`src/rtl/stream_width_reducer.sv`:
```
// rtl/stream_width_reducer.sv - buffered wide-to-narrow stream reducer with partial words and frame marks
// Words queue in a small FIFO; a shift stage then emits each as DOUT_WIDTH sub-words.
module stream_width_reducer #(
   parameter int DIN_WIDTH  = 64,
   parameter int DOUT_WIDTH = 16,
   parameter int RATIO      = DIN_WIDTH / DOUT_WIDTH,
   parameter int DEPTH      = 4,
   parameter int ORDER      = 0,
   parameter int NW_WIDTH   = $clog2(RATIO + 1)
) (
   input  logic                         clk,
   input  logic                         resetn,
   input  logic [DIN_WIDTH-1:0]         din,
   input  logic                         din_valid,
   input  logic [NW_WIDTH-1:0]          din_nwords,
   input  logic                         din_last,
   output logic                         din_ready,
   output logic [DOUT_WIDTH-1:0]        dout,
   output logic                         dout_valid,
   output logic                         dout_last,
   input  logic                         dout_ready,
   output logic [$clog2(DEPTH+1)-1:0]   buf_count
);

   localparam int PTR_WIDTH = $clog2(DEPTH);
   localparam int CNT_WIDTH = $clog2(DEPTH + 1);

   localparam logic [0:0] S_IDLE  = 1'b0;
   localparam logic [0:0] S_SHIFT = 1'b1;

   logic [DIN_WIDTH-1:0] mem_data [DEPTH];
   logic [NW_WIDTH-1:0]  mem_nw   [DEPTH];
   logic                 mem_last [DEPTH];

   logic [PTR_WIDTH-1:0] wr_ptr;
   logic [PTR_WIDTH-1:0] rd_ptr;
   logic [CNT_WIDTH-1:0] count;
   logic                 full;
   logic                 empty;
   logic                 push;
   logic                 pop;
   logic                 xfer;

   logic [0:0]           state;
   logic [DIN_WIDTH-1:0] shreg;
   logic [NW_WIDTH-1:0]  rem;
   logic                 cur_last;

   logic [DIN_WIDTH-1:0] head_data;
   logic [NW_WIDTH-1:0]  head_nw;
   logic                 head_last;
   logic [DIN_WIDTH-1:0] src;
   logic [DIN_WIDTH-1:0] src_next;
   logic [DOUT_WIDTH-1:0] src_sub;

   // Occupancy counter drives full/empty so DEPTH need not be a power of two.
   assign full       = (count == CNT_WIDTH'(DEPTH));
   assign empty      = (count == '0);
   assign din_ready  = resetn && !full;
   assign push       = din_valid && din_ready;
   assign dout_valid = (state == S_SHIFT);
   assign xfer       = dout_valid && dout_ready;
   assign pop        = !empty && ((state == S_IDLE) || (xfer && (rem == NW_WIDTH'(1))));
   assign buf_count  = count;

   assign head_data  = mem_data[rd_ptr];
   assign head_last  = mem_last[rd_ptr];

   always_comb begin
      head_nw = mem_nw[rd_ptr];
      if ((head_nw == '0) || (head_nw > NW_WIDTH'(RATIO))) begin
         head_nw = NW_WIDTH'(RATIO);
      end
   end

   // The shifter always presents its next sub-word at one fixed end of the register.
   always_comb begin
      src = pop ? head_data : shreg;
      if (ORDER != 0) begin
         src_sub  = src[DIN_WIDTH-1 -: DOUT_WIDTH];
         src_next = src << DOUT_WIDTH;
      end else begin
         src_sub  = src[DOUT_WIDTH-1:0];
         src_next = src >> DOUT_WIDTH;
      end
   end

   always_ff @(posedge clk or negedge resetn) begin
      if (!resetn) begin
         wr_ptr <= '0;
         rd_ptr <= '0;
         count  <= '0;
         for (int i = 0; i < DEPTH; i++) begin
            mem_data[i] <= '0;
            mem_nw[i]   <= '0;
            mem_last[i] <= 1'b0;
         end
      end else begin
         if (push) begin
            mem_data[wr_ptr] <= din;
            mem_nw[wr_ptr]   <= din_nwords;
            mem_last[wr_ptr] <= din_last;
            wr_ptr <= (wr_ptr == PTR_WIDTH'(DEPTH - 1)) ? '0 : wr_ptr + PTR_WIDTH'(1);
         end
         if (pop) begin
            rd_ptr <= (rd_ptr == PTR_WIDTH'(DEPTH - 1)) ? '0 : rd_ptr + PTR_WIDTH'(1);
         end
         case ({push, pop})
            2'b10:   count <= count + CNT_WIDTH'(1);
            2'b01:   count <= count - CNT_WIDTH'(1);
            default: count <= count;
         endcase
      end
   end

   // A pop on the final transfer reloads in the same edge, so back-to-back words have no bubble.
   always_ff @(posedge clk or negedge resetn) begin
      if (!resetn) begin
         state     <= S_IDLE;
         shreg     <= '0;
         rem       <= '0;
         cur_last  <= 1'b0;
         dout      <= '0;
         dout_last <= 1'b0;
      end else if (pop) begin
         state     <= S_SHIFT;
         shreg     <= src_next;
         dout      <= src_sub;
         rem       <= head_nw;
         cur_last  <= head_last;
         dout_last <= head_last && (head_nw == NW_WIDTH'(1));
      end else if (xfer) begin
         if (rem > NW_WIDTH'(1)) begin
            shreg     <= src_next;
            dout      <= src_sub;
            rem       <= rem - NW_WIDTH'(1);
            dout_last <= cur_last && (rem == NW_WIDTH'(2));
         end else begin
            state     <= S_IDLE;
            shreg     <= '0;
            rem       <= '0;
            cur_last  <= 1'b0;
            dout      <= '0;
            dout_last <= 1'b0;
         end
      end
   end

endmodule

```
`config.mk`:
```
export PLATFORM = sky130hd
export DESIGN_NAME = stream_width_reducer
export DESIGN_NICKNAME = d
export VERILOG_FILES = /design/src/rtl/stream_width_reducer.sv
export SDC_FILE = /design/constraint.sdc
export NUM_CORES = 1
export LEC_CHECK = 0
export BUFFER_PORTS_ARGS = -buffer_cell sky130_fd_sc_hd__buf_2
export CAP_MARGIN = 40
export CORE_ASPECT_RATIO = 1.5
export CORE_MARGIN = 2
export CORE_UTILIZATION = 50
export CTS_CLUSTER_SIZE = 30
export DETAILED_ROUTE_END_ITERATION = 7
export GPL_TIMING_DRIVEN = 0
export MAX_ROUTING_LAYER = met4
export PLACE_DENSITY = 0.68
export SLEW_MARGIN = 40
export SYNTH_ARGS = -nofsm -noshare
export SYNTH_HDL_FRONTEND = slang
export SYNTH_SLANG_ARGS = --single-unit
```
`constraint.sdc`:
```
create_clock -name clk -period 2.9 [get_ports clk]
set_input_delay 0.58 -clock clk [delete_from_list [all_inputs] [get_ports clk]]
set_output_delay 0.58 -clock clk [all_outputs]
set_load 0.02 [all_outputs]
```
==> run metrics <==
outcome=completed; die area=32300 sq um; synth unique cells=39; required time of the critical path=3.37 ns; Worst-Margin Slew=0.810 ns; fraction of the cycle the final worst path needs=90.4%; sequential share of the synthesized area=56.6%; crit end category=register; HPWL after DPL=23700 microns; Post CTS Setup Buffer Count=0; most frequent cells in the layout=349 x dfrtp_1, 196 x mux2_2, 123 x buf_2; PortBufs=93; Max VDD drop=520 uV; fin. max-slew vios=0; dpl ws=-0.0496 ns; Final Util=58.6%; cells after synthesis=983; YS warnings=0; Setup crit start=rd_ptr[0]$_DFFE_PN0N_; Yosys top cell by area=dfrtp_1; H-tree Lvls=2; wire per inst=21.8 microns; Avg Inst Size Synth=15.7 sq um; Syn Nets=1066; crit path launch type=register; leakage=8.38 nW; # IOs=94; share of cells above drive strength 1=49.1%; max_cap viols=0; crit path DAT=3.09 ns; Rows=78; nets=1202; asr flop ratio synth=100%; largest net degree at the start of global routing=68; Register-to-Register Path Depth=10; Overflow after GRT=0; reg-to-reg slack, setup=0.28 ns; WHS Path Cells=2; Final Skew=0.0309 ns; Post-synth top flop=dfrtp_1; Max Root-Sink Buffers=3; Final Hold Vio Count=0; R2R Path Start=rd_ptr[0]$_DFFE_PN0N_; Die H=219 microns; first-pass GRT wire length=54600 microns; FF+latch count, synth=349; CTS tree=built; vias per std cell=5.63; gr usage total=22.7%; clock period minus worst slack=2.62 ns; DIE WIDTH=147 microns; final setup vio count=0; Max Fclk=381 MHz; drt first pass iters=6; clock tree sinks=349; Worst Min Path Start=din[33]; initial antenna violation count=2; clk_lat worst skew=0.54 ns; GPL Wtd Cong=0.809; Relative slew margins=46.0%; fin worst setup slack=0.278 ns; top-area cell type share of the netlist area=56.6%; Vias=8710; worst-path maximum fanout=10; dpl cells=1482; Reg clk slew, reported paths=0.07 ns; First DRT Iteration DRCs=586; P&R area growth vs syn=15.2%; Final Non-Filler Cells=1548; post-route ant nets=0; CP Class=register to register; initial core utilization=50.9%; number of global-route vias before repair=9548; Root Driver=clkbuf_16; Hold WC Path Type=input port to register; DRC Markers=0; Critical Path Sink=dout_last$_DFFE_PN0P_; number of CTS-inserted buffers=35; reg2reg end=dout_last$_DFFE_PN0P_; RSZ-0062 raised after global routing=no; most common cell after layout, fill and taps aside=dfrtp_1; drt total wl=33800 microns; number of synthesized flops with an enable pin=0; top cells by area, synth=dfrtp_1 57%, mux2_2 14%, mux4_2 9.9%; pwr/cell area=1180 nW/um^2; Core Footprint=30400 sq um; Syn Std Cell Area=15400 sq um
cells by family (layout without fill, tap and decap cells):
family	count (synthesis)	after routing	synth area share [%]
AOI/OAI and AO/OA	81	81	4.13
xor gates and xnor gates	3	3	0.170
adders and majority gates	11	11	0.940
buffers and inverters	74	237	2.89
DFF	349	349	56.6
muxes	345	345	32.1
other	0	2	0
and+or+nand+nor	120	120	3.23
cell usage after synthesis, types with 4 or more instances:
library cell,instances
mux2_2,196
inv_1,10
nand2_4,4
nand2_1,103
buf_4,8
o21ai_0,4
dfrtp_1,349
a22oi_1,48
nor2_1,5
a22o_1,17
clkbuf_1,11
mux4_2,68
buf_6,13
mux2_4,80
ha_1,10
buf_2,32
per-layer routing:
layer  vias up  track usage, %  routed length [microns]
met4         0            6.22                      784
li1       3886               -                        -
met3        56            3.43                     1470
met5         -               -                        0
met2       185            39.1                    17900
met1      4583            28.1                    13700
sequential cells by signal, indices dropped and copies added (netlist names):
signal	flops
rem	3
wr_ptr	2
dout_last	1
mem_nw	12
buf_count	3
cur_last	1
dout	16
rd_ptr	2
mem_last	4
dout_valid	1
mem_data	256
shreg	48
layout make-up:
| type | instances | area (sq um) |
|---|---|---|
| Timing Repair Buffer | 100 | 651 |
| Tap cell | 400 | 500 |
| Multi-Input combinational cell | 560 | 6260 |
| Fill cell | 2385 | 12600 |
| Sequential cell | 349 | 8730 |
| Buffer | 63 | 407 |
| Clock inverter | 17 | 179 |
| Antenna cell | 2 | 5.00 |
| Inverter | 10 | 37.5 |
| Clock buffer | 47 | 1010 |
worst max-delay path: stages (launching register included):
cell       delay (ns)
dfrtp_1          0.35
clkbuf_4         0.26
buf_6            0.23
buf_4            0.28
mux4_2           0.52
inv_1            0.07
ha_1             0.25
inv_1            0.06
o2111ai_1        0.17
nor3_1           0.21
o22a_1           0.16
timing repair:
item	in CTS	in global routing
gates resized for setup	0	1
endpoints found under the hold margin	16	0
endpoints found under the setup margin	1	1
gates cloned	0	0
pin swaps	0	0
hold buffers	1	0
where the power goes:
part           switching [mW]  internal (mW)
logic                    3.43           4.48
clock network            1.92           2.74
registers                1.25           7.21
worst min path at each step:
stage | endpoint | slack, ns
6_report | mem_data[33]$_DFFE_PN0P_ | 0.32
5_1_grt | mem_data[246]$_DFFE_PN0P_ | 0.32
4_1_cts | mem_data[118]$_DFFE_PN0P_ | 0.30
3_5_place_dp | mem_nw[7]$_DFFE_PN0P_ | 0.42
3_3_place_gp | shreg[2]$_DFFE_PN0P_ | 0.45
2_1_floorplan | buf_count[0]$_DFFE_PN0P_ | 0.28
per-stage QoR:
step	hold slack (ns)	setup TNS, ns	power [mW]	cell area, sq um
2_1_floorplan	0.284	0	14.2	15400
3_3_place_gp	0.449	-3434.02	16.2	16400
3_5_place_dp	0.424	-0.0496	16.5	16600
4_1_cts	0.301	0	21.2	17800
5_1_grt	0.320	0	22.2	17800
6_report	0.318	0	21.0	17800
No activity file was read; power rests on OpenSTA's default activity.
